--- config.mk ---
export PLATFORM = sky130hd
export DESIGN_NAME = tiger_divider_flat
export DESIGN_NICKNAME = d
export VERILOG_FILES = /design/src/rtl/tiger_divider_if.sv /design/src/rtl/tiger_divider.sv /design/src/flat_wrapper.sv
export SDC_FILE = /design/constraint.sdc
export NUM_CORES = 1
export LEC_CHECK = 0
export BUFFER_PORTS_ARGS = -buffer_cell sky130_fd_sc_hd__buf_2
export CORE_MARGIN = 5
export CORE_UTILIZATION = 60
export DETAILED_ROUTE_END_ITERATION = 12
export HOLD_SLACK_MARGIN = 0.08
export MAX_ROUTING_LAYER = met4
export PLACE_DENSITY = 0.85
export SYNTH_ARGS = -nofsm -noshare
export SYNTH_HDL_FRONTEND = slang
export SYNTH_SLANG_ARGS = --single-unit
--- constraint.sdc ---
create_clock -name clk -period 3.35 [get_ports clk]
set_input_delay 0.67 -clock clk [delete_from_list [all_inputs] [get_ports clk]]
set_output_delay 0.67 -clock clk [all_outputs]
set_load 0.01 [all_outputs]
--- src/rtl/tiger_divider_if.sv ---
// tiger_divider_if: request/result bundle between the execute-stage pipeline and the divider.
// Signals: start (1-cycle request), abort (flush), is_signed (DIV vs DIVU),
//          dividend/divisor (operands), busy, done (result pulse), quotient (LO), remainder (HI).
// Modports: master = pipeline side, slave = divider side.
interface tiger_divider_if #(parameter int WIDTH = 32);
    logic             start;
    logic             abort;
    logic             is_signed;
    logic [WIDTH-1:0] dividend;
    logic [WIDTH-1:0] divisor;
    logic             busy;
    logic             done;
    logic [WIDTH-1:0] quotient;
    logic [WIDTH-1:0] remainder;
    modport master (output start, abort, is_signed, dividend, divisor,
                    input  busy, done, quotient, remainder);
    modport slave  (input  start, abort, is_signed, dividend, divisor,
                    output busy, done, quotient, remainder);
endinterface

--- src/rtl/tiger_divider.sv ---
// tiger_divider: iterative radix-2 restoring divider (DIV/DIVU) producing LO (quotient) and HI (remainder).
// Ports: clk, reset_n (async, active-low), bus (tiger_divider_if.slave: start, abort, is_signed,
//        dividend, divisor in; busy, done, quotient, remainder out, all registered).
// Option: define TIGER_DIV_ZERO_FAST_EN to skip the iterations for a zero divisor.
module tiger_divider #(
    parameter int WIDTH = 32
) (
    input logic          clk,
    input logic          reset_n,
    tiger_divider_if.slave bus
);
    localparam int CW = (WIDTH > 1) ? $clog2(WIDTH) : 1;

    typedef enum logic [1:0] {IDLE, RUN, FIX, DONE} state_t;

    state_t           state, state_nx;
    logic [WIDTH-1:0] acc;
    logic [WIDTH-1:0] rem;
    logic [WIDTH-1:0] den;
    logic [CW-1:0]    cnt;
    logic             neg_q, neg_r, fast, fast_nx, busy_nx, done_nx;
    logic             accept, zero_fast, ge;
    logic [WIDTH-1:0] abs_a, abs_b, low;

    assign accept = (state == IDLE) && bus.start && !bus.abort;
    assign abs_a  = (bus.is_signed && bus.dividend[WIDTH-1]) ? -bus.dividend : bus.dividend;
    assign abs_b  = (bus.is_signed && bus.divisor[WIDTH-1])  ? -bus.divisor  : bus.divisor;

`ifdef TIGER_DIV_ZERO_FAST_EN
    assign zero_fast = (bus.divisor == '0);
`else
    assign zero_fast = 1'b0;
`endif

    // Trial subtraction on the shifted partial remainder; the borrow is resolved by the
    // WIDTH+1-bit compare, so the low WIDTH bits of the difference are always exact.
    assign low = {rem[WIDTH-2:0], acc[WIDTH-1]};
    assign ge  = {rem, acc[WIDTH-1]} >= {1'b0, den};

    always_ff @(posedge clk or negedge reset_n) begin
        if (!reset_n) state <= IDLE;
        else          state <= state_nx;
    end

    always_comb begin
        state_nx = state;
        if (bus.abort) state_nx = IDLE;
        else begin
            case (state)
                IDLE:    if (bus.start) state_nx = zero_fast ? FIX : RUN;
                RUN:     if (cnt == '0) state_nx = FIX;
                FIX:     state_nx = DONE;
                default: state_nx = IDLE;
            endcase
        end
    end

    // The zero-divisor shortcut keeps busy low until the single done cycle.
    always_comb begin
        fast_nx = accept ? zero_fast : fast;
        done_nx = !bus.abort && (state == DONE);
        busy_nx = done_nx || ((state_nx != IDLE) && !fast_nx);
    end

    always_ff @(posedge clk or negedge reset_n) begin
        if (!reset_n) begin
            bus.busy      <= 1'b0;
            bus.done      <= 1'b0;
            bus.quotient  <= '0;
            bus.remainder <= '0;
            fast          <= 1'b0;
        end else begin
            bus.busy <= busy_nx;
            bus.done <= done_nx;
            fast     <= fast_nx;
            if (done_nx) begin
                bus.quotient  <= acc;
                bus.remainder <= rem;
            end
        end
    end

    // A zero divisor preloads what the full iteration would leave: all-ones quotient bits
    // and the dividend magnitude as remainder; FIX then applies the usual sign rules.
    always_ff @(posedge clk or negedge reset_n) begin
        if (!reset_n) begin
            acc   <= '0;
            rem   <= '0;
            den   <= '0;
            cnt   <= '0;
            neg_q <= 1'b0;
            neg_r <= 1'b0;
        end else if (accept) begin
            acc   <= zero_fast ? '1 : abs_a;
            rem   <= zero_fast ? abs_a : '0;
            den   <= abs_b;
            cnt   <= CW'(WIDTH - 1);
            neg_q <= bus.is_signed && (bus.dividend[WIDTH-1] ^ bus.divisor[WIDTH-1]);
            neg_r <= bus.is_signed && bus.dividend[WIDTH-1];
        end else if (state == RUN) begin
            rem <= ge ? low - den : low;
            acc <= {acc[WIDTH-2:0], ge};
            cnt <= cnt - CW'(1);
        end else if (state == FIX) begin
            acc <= neg_q ? -acc : acc;
            rem <= neg_r ? -rem : rem;
        end
    end
endmodule

--- src/flat_wrapper.sv ---
// flat-port wrapper written by rule: the top's interface ports become plain ports
module tiger_divider_flat 
#(
    parameter int WIDTH = 32
)
  (clk, reset_n, bus_start, bus_abort, bus_is_signed, bus_dividend, bus_divisor, bus_busy, bus_done, bus_quotient, bus_remainder);
  tiger_divider_if #(.WIDTH(WIDTH)) bus_i ();
  input logic clk;
  input logic reset_n;
  input wire logic [$bits(bus_i.start)-1:0] bus_start;
  input wire logic [$bits(bus_i.abort)-1:0] bus_abort;
  input wire logic [$bits(bus_i.is_signed)-1:0] bus_is_signed;
  input wire logic [$bits(bus_i.dividend)-1:0] bus_dividend;
  input wire logic [$bits(bus_i.divisor)-1:0] bus_divisor;
  output wire logic [$bits(bus_i.busy)-1:0] bus_busy;
  output wire logic [$bits(bus_i.done)-1:0] bus_done;
  output wire logic [$bits(bus_i.quotient)-1:0] bus_quotient;
  output wire logic [$bits(bus_i.remainder)-1:0] bus_remainder;
  assign bus_i.start = bus_start;
  assign bus_i.abort = bus_abort;
  assign bus_i.is_signed = bus_is_signed;
  assign bus_i.dividend = bus_dividend;
  assign bus_i.divisor = bus_divisor;
  assign bus_busy = bus_i.busy;
  assign bus_done = bus_i.done;
  assign bus_quotient = bus_i.quotient;
  assign bus_remainder = bus_i.remainder;
  tiger_divider #(.WIDTH(WIDTH)) u_core (.clk(clk), .reset_n(reset_n), .bus(bus_i));
endmodule
After elaboration in Yosys (flattened, before gate mapping)
Index checks and enable logic that the tools add are counted.
- magnitude comparators: 1
- bitwise gates (word level): 1
- reduce and logical (&&, ||, !) cells: 19
- add/subtract/negate cells: 6
- mux-type cells: 18
- equality and inequality tests: 3
- operators by type and width (operator ; number):
    32-bit two-way mux ; 11
    32-bit negation ; 4
    33-bit by 32-bit >= comparator with 1-bit output ; 1
    32-bit subtractor ; 1
    5-bit two-way mux ; 2
    3-bit nonzero test ; 3
    1-bit logical AND ; 7
    2-bit two-way mux ; 3
    2-bit case mux with 3 select lines ; 1
    5-bit logical NOT ; 1
    5-bit by 1-bit subtractor with 5-bit output, second input constant ; 1
    2-bit == test, second input constant ; 2
    2-bit AND reduction ; 2
    2-bit nonzero test ; 2
    2-bit by 1-bit == test with 1-bit output, second input constant ; 1
    1-bit logical NOT ; 2
    2-bit logical NOT ; 1
    1-bit logical OR ; 1
    1-bit two-way mux ; 1
    1-bit XOR ; 1
- bits of input ports: 69
- flip-flop bits (word level): 172

Longest topological paths before layout
Gate-level depths: netlist of the first run.
- word-level depth: 7
- depth in mapped cells: 13

Worst setup path after synthesis of the first run
OpenSTA, ideal clock, no wires.
- path kind: reg-to-reg
- from: register u_core.acc[31]
- to: register u_core.rem[20]
- period minus slack after synthesis: 2.949 ns
- slack: 0.401 ns
- buffers on the path: 0
- arrival: 2.872 ns
- cell stages (with the launch flop): 13
- path through: dfrtp_1 inv_1 ha_1 inv_1 fa_1 a21o_1 a221oi_1 a2111oi_0 o21bai_1 a21oi_1 o21ai_0 or3b_2 a21oi_1
- cells in the longest elaborated chain, start to end: 4
- elaborated cells on any way between the ends: 5
- those cells by class: add/sub: 1; order compare: 1; mux: 3
- RTL lines (element ; line ; RTL):
    from (decl) ; tiger_divider.sv:17 ; logic [WIDTH-1:0] acc;
    from (signal assigned) ; tiger_divider.sv:94 ; acc <= zero_fast ? '1 : abs_a;
    from (signal assigned) ; tiger_divider.sv:102 ; acc <= {acc[WIDTH-2:0], ge};
    from (signal assigned) ; tiger_divider.sv:105 ; acc <= neg_q ? -acc : acc;
    32-bit subtractor or 33-bit by 32-bit >= comparator with 1-bit output (tied branches) ; tiger_divider.sv:101, tiger_divider.sv:38 ;
    32-bit two-way mux * ; tiger_divider.sv:101 ; rem <= ge ? low - den : low;
    32-bit two-way mux * ; tiger_divider.sv:100 ; end else if (state == RUN) begin
    32-bit two-way mux * ; tiger_divider.sv:93 ; end else if (accept) begin
    to (signal assigned) ; tiger_divider.sv:95 ; rem <= zero_fast ? abs_a : '0;
    to (signal assigned) ; tiger_divider.sv:101 ;
    to (signal assigned) ; tiger_divider.sv:106 ; rem <= neg_r ? -rem : rem;
    to (decl) ; tiger_divider.sv:18 ; logic [WIDTH-1:0] rem;
Every way passes the cells marked *; elsewhere a longest branch is shown, timed or not.
A chain may end at the register's enable or synchronous reset.

Final worst setup path of the first run
- from: register u_core.acc[31]
- to: register u_core.rem[30]
The elaborated chain is that of the path after synthesis.

==> results.cfg, run 1 <==
[status]
status = completed

[yosys]
netlist_area_um2 = 12200
synth_edf_count = 0
ys_ff_latch = 172
yosysWarnings = 0
synthDominantCellAreaShare_pct = 35.4
synth_top_area_cell = dfrtp_1
synth_ff_type = dfrtp_1
avgSynthCellArea_um2 = 8.36
yosys.cell_types.count = 84
async_reset_ff_share_pct = 100
synthesis.nets = 1569
synth_cells = 1456
yosysSeqAreaShare_pct = 35.4
ys_top_cells_by_area = dfrtp_1 (35%), o21ai_0 (5.6%), a21oi_1 (5.4%)

[finish]
fill_cells = 1577
drive_gt1_share_pct = 20.4
antenna_cells = 0
area_growth_pct = 15.4
stdcell_count = 1876
mostFrequentLayoutCell = dfrtp_1
fin_nets = 1707
final_cell_mix = dfrtp_1 (172), nand2_1 (149), o21ai_0 (136)

[die]
dieArea_um2 = 23200
die_h_um = 152
die_w_um = 152
initial_utilization_pct = 60.6
fp-row-count = 52
core_um2 = 20100
boundaryPins = 135

[sta]
relSlewSlack_pct = 33.8
worst_pin_slew_ns = 0.993
whs_ns = 0.243
rsz0062_at_grt = false
finClkSkew_ns = 0.0112
drv_slew = 0
finalWorstSetupSlack_ns = 0.157
fmax_mhz = 313
fin_setup_tns_ns = 0
period_minus_slack_ns = 3.19
hold_viol_final = 0
fin_crit_sh_pct = 95.3
setup_violations = 0

[clocking]
hold_buffers = 0
cts_buffers = 17
cts_root_buf = clkbuf_16
clkTransAtPathRegs_ns = 0.07
clk_path_buf_depth = 2
tritoncts = yes
post-cts-setup-buffers = 0
clk_latency_ns = 0.44
clock-sinks = 172
h-tree-depth = 4

[grt]
grt_max_degree = 80
grt_pass1_vias = 11300
grt_first_pass_wirelength_um = 58200
grt_util_met2_pct = 44.1
grt-ovfl-total = 0
met3_usage_pct = 5.74
gr-usage-met1_pct = 45.9
top_usage_layer = met1
antenna_found_initial = 0
track_usage_pct = 31.1

[flow_run]
maxCapViolCount = 0

[critical_path]
critPathMaxFanout = 4
cp_data_required_time_ns = 3.67
start_kind = flop
setup.worst_path.end_class = flop
critPathSlowestCell = dfrtp_1
arrival_ns = 3.51
cp_cell_sequence = inv_1 > ha_1 > inv_1 > fa_1 > a21o_1 > a221oi_1 > buf_4 > a211oi_1 > o211a_1 > o21ai_0 > a2111o_1 > nor4b_1 > nor3_1
path_common_cell = inv_1
path_class = reg2reg
slowest_delay_ns = 0.41

[detailed_routing]
drtPass1Iterations = 6
ant_nets = 0
wirelength_um = 36200
first_iter_violations = 1484
avgViaCountPerCell = 6.39
drcViolationCount = 0
wl_per_cell_um = 19.3
vias = 12000

[pwr]
ir_drop_mv = 0.452
p_int_mw = 5.77
switching_share_pct = 44.8
seqPwrFrac_pct = 28.9
p_leak_nw = 6.49
p_total_mw = 10.5
clock_power_share_pct = 19.7
p_per_area_nw_per_um2 = 744
comb_power_share_pct = 51.4
p_sw_mw = 4.69

[place]
dpl.cell_count = 1845
gp_congestion = 0.968
dp_hpwl_um = 27000
dp_slack_ns = 0.168
portBuffers = 134

[min_path]
hold_class = in2async
-- sequential cells by signal, indices dropped and copies added (netlist names) --
name,flops
u_core.acc,32
u_core.bus.busy,1
u_core.bus.done,1
u_core.bus.quotient,32
u_core.bus.remainder,32
u_core.cnt,5
u_core.den,32
u_core.fast,1
u_core.neg_q,1
u_core.neg_r,1
u_core.rem,32
u_core.state,2
-- area by class of cell --
| class | count | area [um2] | area share (%) |
|---|---|---|---|
| inverter | 75 | 282 | 2.00 |
| clock buffer | 20 | 467 | 3.32 |
| timing repair buffer | 208 | 1260 | 8.95 |
| sequential | 172 | 4300 | 30.6 |
| tap | 270 | 338 | 2.40 |
| multi-input combinational | 1120 | 7270 | 51.8 |
| clock inverter | 11 | 133 | 0.944 |
-- per-stage QoR --
stage / instance area [um2] / utilization [%]
after CTS: 14000 / 69.9
after global placement: 13400 / 66.9
after detailed placement: 13400 / 66.9
final: 14100 / 69.9
after global routing: 14100 / 69.9
after floorplan: 12200 / -
-- worst max-delay path: cells and delay by family (launching register included) --
family          cells  cell delay (ns)
compound gates      6             1.39
fa+ha+maj           2             0.57
flops               1             0.41
simple gates        2             0.38
buf+inv             3             0.34
-- logic make-up (layout without fill, tap and decap cells) --
group	Yosys count	after routing	synth area share [%]
fa+ha+maj	44	44	4.58
flops	172	172	35.4
compound gates	485	485	25.2
mux	62	62	5.61
simple gates	450	450	18.4
buf+inv	164	314	5.16
xor+xnor	79	79	5.68
-- cells in the mapped netlist (all sizes together) (13+ instances only) --
| master | n |
|---|---|
| o21a | 27 |
| nor3 | 46 |
| nor4 | 15 |
| a21o | 24 |
| ha | 43 |
| inv | 75 |
| nand2 | 150 |
| dfrtp | 172 |
| o21ai | 140 |
| nand3 | 43 |
| clkbuf | 76 |
| a31oi | 23 |
| o221ai | 13 |
| nor2 | 94 |
| a21oi | 131 |
| buf | 13 |
| xnor2 | 45 |
| a211oi | 26 |
| or3 | 23 |
| mux2 | 50 |
| xor2 | 34 |
-- metal layers --
metal / part of all wire, % / routed length (um)
met1: 44 / 15800
met2: 43 / 15500
met5: 0 / 0
met4: 2.0 / 736
met3: 12 / 4190
-- worst paths after layout --
| check | start | endpoint | slack, ns | cells after the start |
|---|---|---|---|---|
| setup / recovery | u_core.acc[31]$_DFFE_PN0P_ | u_core.rem[30]$_DFFE_PN0P_ | 0.16 | 13 |
| hold / removal | reset_n | u_core.den[28]$_DFFE_PN0P_ | 0.24 | 1 |
| max in group asynchronous | reset_n | u_core.bus.remainder[26]$_DFFE_PN0P_ | 2.37 | 2 |
| min in group clk | u_core.bus.remainder[31]$_DFFE_PN0P_ | u_core.bus.remainder[31]$_DFFE_PN0P_ | 0.47 | 2 |
| setup reg to reg | u_core.acc[31]$_DFFE_PN0P_ | u_core.rem[30]$_DFFE_PN0P_ | 0.16 | 13 |
| hold reg to reg | u_core.bus.remainder[31]$_DFFE_PN0P_ | u_core.bus.remainder[31]$_DFFE_PN0P_ | 0.47 | 2 |
-- power by group through the flow --
| stage | Sequential (mW) | Combinational (mW) | Clock (mW) |
|---|---|---|---|
| 2_1_floorplan | 2.84 | 3.55 | 0 |
| 3_3_place_gp | 2.99 | 5.10 | 0 |
| 3_5_place_dp | 3.02 | 5.16 | 0 |
| 4_1_cts | 2.98 | 5.23 | 2.07 |
| 5_1_grt | 3.05 | 5.86 | 2.16 |
| 6_report | 3.02 | 5.38 | 2.06 |
-- what timing repair did --
item | CTS | global route
resized for setup | 0 | 3
hold endpoints to repair | 0 | 0
setup endpoints to repair | 0 | 3
(Power assumes the default switching activity.)
==> run 2, diff against run 1 <==
--- a/config.mk
+++ b/config.mk
@@ -11,7 +11,7 @@
 export DETAILED_ROUTE_END_ITERATION = 12
 export HOLD_SLACK_MARGIN = 0.08
 export MAX_ROUTING_LAYER = met4
-export PLACE_DENSITY = 0.85
+export PLACE_DENSITY = 0.78
 export SYNTH_ARGS = -nofsm -noshare
 export SYNTH_HDL_FRONTEND = slang
 export SYNTH_SLANG_ARGS = --single-unit
==> constraint.sdc (replaced) <==
create_clock -name clk -period 3.7 [get_ports clk]
set_input_delay 0.74 -clock clk [delete_from_list [all_inputs] [get_ports clk]]
set_output_delay 0.74 -clock clk [all_outputs]
set_load 0.01 [all_outputs]
==> run 2 against run 1 <==
  * Register-to-register slack improved by 0.27 ns
  * Clock power fell by 3%
  * Final cell count fell by 2.0%
  * Sequential power fell by 7.3%
  * Sequential share of layout area rose by 0.53 points
  * Routed wire length fell by 0.92%
  * Non-clock buffer count fell by 38
  * Design area fell by 1.7%
  * Die area did not move
  * Critical endpoint is now u_core.rem[24]$_DFFE_PN0P_
  * Largest power group unchanged
  * Highest routed layer unchanged
==> results.cfg, run 2 (synthesis results as in run 1) <==
[status]
status = completed

[finish]
multi_input_area_um2 = 7270
area_growth_pct = 13.5
design_area_um2 = 13800
fill_cells = 1649
fin_nets = 1669
drive_gt1_share_pct = 18.4
final_cell_mix = dfrtp_1 (172), nand2_1 (149), o21ai_0 (137)
regArea_um2 = 4300
antenna_cells = 0
mostFrequentLayoutCell = dfrtp_1

[detailed_routing]
drcViolationCount = 0
drtPass1Iterations = 6
first_iter_violations = 1427
avgViaCountPerCell = 6.38
ant_nets = 0
wl_per_cell_um = 19.5
wirelength_um = 35900
vias = 11700

[die]
dieArea_um2 = 23200
fp-row-count = 52
core_um2 = 20100
initial_utilization_pct = 60.6
die_h_um = 152
die_w_um = 152
boundaryPins = 135

[critical_path]
cp_cell_sequence = inv_1 > ha_1 > inv_1 > fa_1 > a21o_1 > a221oi_1 > buf_4 > a211oi_1 > o211a_1 > o21a_1 > o21ai_0 > o311ai_0 > a311oi_1
cp_data_required_time_ns = 4.04
critPathMaxFanout = 4
path_common_cell = inv_1
path_class = reg2reg
start_kind = flop
critPathSlowestCell = dfrtp_1
slowest_delay_ns = 0.42
setup.worst_path.end_class = flop
arrival_ns = 3.61

[place]
dp_hpwl_um = 26800
dp_slack_ns = 0.465
gp_congestion = 0.997
portBuffers = 134
dpl-instance-area_um2 = 13200

[clocking]
post-cts-setup-buffers = 0
h-tree-depth = 4
hold_buffers = 0
cts_resized = 0
cts_root_buf = clkbuf_16
cts_buffers = 17
clk_path_buf_depth = 2
clk_latency_ns = 0.44
clkTransAtPathRegs_ns = 0.07
tritoncts = yes
clock-sinks = 172

[pwr]
p_sw_mw = 4.27
clock_power_share_pct = 21.3
p_int_mw = 5.06
p_per_area_nw_per_um2 = 676
p_leak_nw = 6.34
switching_share_pct = 45.8
ir_drop_mv = 0.390
comb_power_share_pct = 48.7
seqPwrFrac_pct = 30.0

[grt]
grt_pass1_vias = 10400
track_usage_pct = 30.9
grt-ovfl-total = 0
antenna_found_initial = 0
grt_first_pass_wirelength_um = 57200
grt_max_degree = 102

[sta]
finalWorstSetupSlack_ns = 0.427
setup_violations = 0
fin_crit_sh_pct = 88.5
finClkSkew_ns = 0.0118
drv_slew = 0
fin_setup_tns_ns = 0
relSlewSlack_pct = 26.4
worst_pin_slew_ns = 1.10
fmax_mhz = 305
rsz0062_at_grt = false
hold_viol_final = 0
period_minus_slack_ns = 3.27

[min_path]
hold_class = in2async

[flow_run]
maxCapViolCount = 0
run 2: per-layer routing:
metal | global-route usage, % | vias up | share of wire, %
met1 | 49.9 | 5617 | 47
met4 | 5.69 | 0 | 0.95
li1 | - | 5513 | -
met5 | - | - | 0
met2 | 41.1 | 568 | 41
met3 | 4.77 | 31 | 11
run 2: critical path, delay by kind of cell, from the launching register on:
kind                       cells  cell delay (ns)
adders and majority gates      2             0.57
DFF                            1             0.42
AOI/OAI and AO/OA              8             1.83
buffers and inverters          3             0.37
run 2: per-stage QoR:
| step | hold WS (ns) | power, mW | instances | utilization, % |
|---|---|---|---|---|
| 2_1_floorplan | 0.444 | 5.78 | 1456 | - |
| 3_3_place_gp | 0.456 | 7.15 | 1807 | 65.5 |
| 3_5_place_dp | 0.466 | 7.19 | 1807 | 65.5 |
| 4_1_cts | 0.295 | 9.19 | 1839 | 68.7 |
| 5_1_grt | 0.332 | 9.92 | 1839 | 68.7 |
| 6_report | 0.272 | 9.34 | 1839 | 68.7 |
run 2: power by group through the flow:
stage                     combinational, mW  sequential (mW)  clock, mW
final                                  4.55             2.80       1.99
after global routing                   5.00             2.84       2.08
after CTS                              4.43             2.76       2.00
after detailed placement               4.39             2.80          0
after global placement                 4.38             2.77          0
after floorplan                        3.22             2.57          0
run 2: worst paths after layout:
check                                                     start                                    to  cells past startpoint  slack [ns]
max                                  u_core.acc[31]$_DFFE_PN0P_            u_core.rem[24]$_DFFE_PN0P_                     13        0.43
min reg2reg                u_core.bus.remainder[12]$_DFFE_PN0P_  u_core.bus.remainder[12]$_DFFE_PN0P_                      2        0.48
max reg2reg                          u_core.acc[31]$_DFFE_PN0P_            u_core.rem[24]$_DFFE_PN0P_                     13        0.43
min                                                     reset_n  u_core.bus.remainder[25]$_DFFE_PN0P_                      1        0.27
max in group asynchronous                               reset_n   u_core.bus.quotient[13]$_DFFE_PN0P_                      2        2.50
min in group clk           u_core.bus.remainder[12]$_DFFE_PN0P_  u_core.bus.remainder[12]$_DFFE_PN0P_                      2        0.48
run 2: layout make-up:
cell class | count | area share [%]
Clock buffer | 17 | 3.08
Clock inverter | 15 | 1.62
Inverter | 75 | 2.04
Multi-Input combinational cell | 1120 | 52.6
Sequential cell | 172 | 31.2
Tap cell | 270 | 2.45
Timing Repair Buffer | 170 | 7.04
